[src/rtl/arranque_motores.sv]
// Motor start sequencer: single-motor or staggered all-motor start, stop by PARO.
// Optional macro ALTERNANCIA_EN rotates the single-mode motor on every stop (wear levelling).
module arranque_motores #(
  parameter int unsigned N_MOTORES = 4,
  parameter int unsigned RETARDO   = 8
) (
  input  logic                 CLK,
  input  logic                 REINICIO,
  input  logic                 ARRANQUE,
  input  logic                 PARO,
  input  logic                 MODO,
  output logic [N_MOTORES-1:0] MOTORES,
  output logic                 OCUPADO,
  output logic [1:0]           ESTADO
);

  localparam int unsigned CW = $clog2(RETARDO + 1);
  localparam logic [N_MOTORES-1:0] UNO = N_MOTORES'(1);

  typedef enum logic [1:0] {
    REPOSO     = 2'b00,
    ARRANCANDO = 2'b01,
    MARCHA     = 2'b10
  } estado_t;

  estado_t              estado, estado_n;
  logic                 arr_prev;
  logic                 inicio;
  logic [CW-1:0]        cnt, cnt_n;
  logic [N_MOTORES-1:0] mot_n;
  logic [N_MOTORES-1:0] sel;

`ifdef ALTERNANCIA_EN
  localparam int unsigned IW = $clog2(N_MOTORES);
  logic [IW-1:0] idx, idx_n;
  logic          modo_l, modo_l_n;
  assign sel = UNO << idx;
`else
  assign sel = UNO;
`endif

  assign inicio  = ARRANQUE & ~arr_prev;
  assign ESTADO  = estado;
  assign OCUPADO = (estado != REPOSO);

  always_ff @(posedge CLK or negedge REINICIO) begin
    if (!REINICIO) begin
      estado   <= REPOSO;
      arr_prev <= 1'b0;
      cnt      <= '0;
      MOTORES  <= '0;
`ifdef ALTERNANCIA_EN
      idx      <= '0;
      modo_l   <= 1'b0;
`endif
    end else begin
      estado   <= estado_n;
      arr_prev <= ARRANQUE;
      cnt      <= cnt_n;
      MOTORES  <= mot_n;
`ifdef ALTERNANCIA_EN
      idx      <= idx_n;
      modo_l   <= modo_l_n;
`endif
    end
  end

  always_comb begin
    estado_n = estado;
    cnt_n    = cnt;
    mot_n    = MOTORES;
`ifdef ALTERNANCIA_EN
    idx_n    = idx;
    modo_l_n = modo_l;
`endif
    case (estado)
      REPOSO: begin
        if (inicio && !PARO) begin
`ifdef ALTERNANCIA_EN
          modo_l_n = MODO;
`endif
          cnt_n = '0;
          if (!MODO) begin
            mot_n    = sel;
            estado_n = MARCHA;
          end else begin
            mot_n    = UNO;
            estado_n = ARRANCANDO;
          end
        end
      end
      ARRANCANDO: begin
        if (PARO) begin
          mot_n    = '0;
          cnt_n    = '0;
          estado_n = REPOSO;
        end else if (cnt == CW'(RETARDO - 1)) begin
          // Enabled bits are always a contiguous run from bit 0.
          cnt_n = '0;
          mot_n = (MOTORES << 1) | UNO;
          if (mot_n[N_MOTORES-1]) estado_n = MARCHA;
        end else begin
          cnt_n = cnt + CW'(1);
        end
      end
      MARCHA: begin
        if (PARO) begin
          mot_n    = '0;
          cnt_n    = '0;
          estado_n = REPOSO;
`ifdef ALTERNANCIA_EN
          if (!modo_l) idx_n = (idx == IW'(N_MOTORES - 1)) ? '0 : idx + IW'(1);
`endif
        end
      end
      default: begin
        mot_n    = '0;
        cnt_n    = '0;
        estado_n = REPOSO;
      end
    endcase
  end

endmodule
[config.mk]
export PLATFORM = sky130hd
export DESIGN_NAME = arranque_motores
export DESIGN_NICKNAME = d
export VERILOG_FILES = /design/src/rtl/arranque_motores.sv
export SDC_FILE = /design/constraint.sdc
export NUM_CORES = 1
export LEC_CHECK = 0
export ABC_AREA = 0
export ABC_CLOCK_PERIOD_IN_PS = 4170
export CAP_MARGIN = 15
export CORE_AREA = 2 2 39 41
export CTS_BUF_LIST = sky130_fd_sc_hd__clkbuf_4 sky130_fd_sc_hd__clkbuf_8 sky130_fd_sc_hd__clkbuf_16
export CTS_CLUSTER_DIAMETER = 30
export DETAILED_ROUTE_END_ITERATION = 12
export DIE_AREA = 0 0 41 43
export GPL_TIMING_DRIVEN = 0
export PLACE_DENSITY = 0.67
export REMOVE_ABC_BUFFERS = 1
export SYNTH_ARGS = -nofsm -noshare
export SYNTH_HDL_FRONTEND = slang
export SYNTH_SLANG_ARGS = --single-unit
[constraint.sdc]
create_clock -name CLK -period 4.17 [get_ports CLK]
set_input_delay 0.834 -clock CLK [delete_from_list [all_inputs] [get_ports CLK]]
set_output_delay 0.834 -clock CLK [all_outputs]
set_load 0.005 [all_outputs]
==> flow_summary.toml <==
[sta]
fmax_mhz = 442
slew_headroom = 0.665
finalMaxSlewViolations = 0
fin_crit_sh = 0.543
setup_tns_ps = 0
hold-worst-slack_ps = 499
min_period_ps = 2260
rsz0062_at_grt = "false"
hold_viol_final = 0
worst_pin_slew_ps = 501
setup_violations = 0
skew_ps = 2.87

[placed_design]
dp.cells = 72
port-buffer-count = 11
gp_congestion = 0.701
dp_hpwl_um = 808

[yosys]
synth_top_cell_by_area = "dfrtp_1"
avgSynthCellArea_sq_um = 11.9
ys_ff_latch = 11
synth_cell_types = 28
syn_area_sq_um = 547
netlist_top_cells_area = "dfrtp_1, a22o_1, a21o_2"
syn_inst = 46
yosysTopAreaCellShare = 0.503
yosysWarnings = 0
yosysSeqAreaShare = 0.503

[final_layout]
fillers = 137
area_growth_pct = 28.4
seqCellArea_sq_um = 275
finalNetCount = 67
final_util = 0.507
diodes = 0
drive_above_1_share = 0.200
multi_input_area_sq_um = 263
instances_no_fill = 76
most-common-layout-cells = "dfrtp_1, clkdlybuf4s50_1, a22o_1, clkbuf_4"

[clocking]
clk_latency_ps = 270
cts_setup_buffers = 0
clockRootBuffer = "clkbuf_4"
clkSlewWorstSetupHoldPaths_ps = 70
cts_resized = 0
ctsLongestPathBuffers = 2
cts.htree.levels = 1
cts_tree = "done"
clkSinkCount = 11
holdBufCountCts = 0
numCtsBuffers = 3

[floorplanning]
start_util = 0.395
rows = 14
dieArea_sq_mm = 0.00176
fp.dieW_um = 41
die_h_um = 43
core-area_sq_mm = 0.00138
ios = 12

[min_path]
worstHoldPathType = "flip-flop to flip-flop"

[status]
status = "finished clean"

[detailed_routing]
drt_iter0_markers = 4
routed_via_density = 5.46
ant_nets = 0
wl_per_cell_um = 14.6
via_count = 415
drtPass1Iterations = 2
remaining_drc_errors = 0
wl_um = 1110

[worst_setup_path]
rrSetupSlack_ps = 2700
end_kind = "output port"
cp.arrival_ps = 1430
critical_path_required_ps = 3340
worstPathMaxFanout = 9
critPathLaunchType = "flip-flop"
path_class = "flip-flop to output port"

[power]
p_per_area_mw_per_mm2 = 417
p_leak_nw = 0.321
p_total_mw = 0.292
ir_worst_vdd_mv = 0.238

[global_routing]
grt_pass1_wl_um = 1830
grt_max_degree = 12
grt_pass1_vias = 417
grtUsageTotal = 0.159
gr-total-overflow = 0
antenna_found_initial = 0

[run]
cap_violations = 0
-- cells by family after synthesis --
| family | synth area share |
|---|---|
| AOI/OAI and AO/OA | 0.277 |
| DFF | 0.503 |
| and+or+nand+nor | 0.181 |
| buffers and inverters | 0.0160 |
| adders and majority gates | 0.0229 |
-- synthesized netlist by cell type, drive strengths merged --
library cell	n
o31ai	1
nand3b	1
o22ai	1
inv	1
o21bai	1
nor4b	1
nand3	1
nor4	1
buf	1
a21oi	3
o21ai	2
a221oi	1
nor3b	1
and3b	1
o2bb2ai	1
nand2	1
nor3	1
a22o	4
a21o	4
dfrtp	11
nor2	2
o21ba	1
and2	1
ha	1
or3b	2
-- flip-flops by register name (all words and copies together) (netlist names) --
signal	count
arr_prev	1
ESTADO	2
MOTORES	4
cnt	4
-- critical path: stages, from the launching register on --
cell	delay [ps]
dfrtp_1	460
nor2_1	210
inv_1	50
clkdlybuf4s50_1	440
-- layer usage --
layer | share of wire | routed length, um | up-vias | GRT usage
met2 | 0.45 | 500 | 11 | 0.222
li1 | - | - | 204 | -
met3 | 0.060 | 67 | 4 | 0.0471
met5 | 0 | 0 | - | 0
met4 | 0.019 | 21 | 0 | 0.120
met1 | 0.47 | 519 | 196 | 0.197
-- power breakdown --
group	leakage, nW	internal [mW]	switching, mW
Sequential	0.147	0.120	0.0178
Clock	0.0184	0.0436	0.0365
Combinational	0.155	0.0433	0.0310
-- layout make-up --
cell class / count / share of cell area
inverter: 1 / 0.00535
sequential: 11 / 0.392
timing repair buffer: 11 / 0.157
clock buffer: 4 / 0.0428
multi-input combinational: 33 / 0.374
tap: 16 / 0.0285
-- path summary, 6_finish.rpt --
check                                       start                     end  depth (start not counted)
setup / recovery            ESTADO[1]$_DFFE_PN0P_                 OCUPADO                          3
hold / removal             MOTORES[3]$_DFFE_PN0P_  MOTORES[3]$_DFFE_PN0P_                          1
setup reg to reg               cnt[0]$_DFFE_PN0P_  MOTORES[3]$_DFFE_PN0P_                          4
hold reg to reg            MOTORES[3]$_DFFE_PN0P_  MOTORES[3]$_DFFE_PN0P_                          1
max in group asynchronous                REINICIO      cnt[0]$_DFFE_PN0P_                          1
min in group asynchronous                REINICIO      arr_prev$_DFF_PN0_                          1
-- per-stage QoR --
step / setup WS, ps / instance area (sq um)
after detailed placement: 1780 / 672
final: 1910 / 702
after global placement: 1800 / 672
after CTS: 1880 / 702
after global routing: 1770 / 702
after floorplan: 2480 / 542
(Power assumes the default switching activity.)
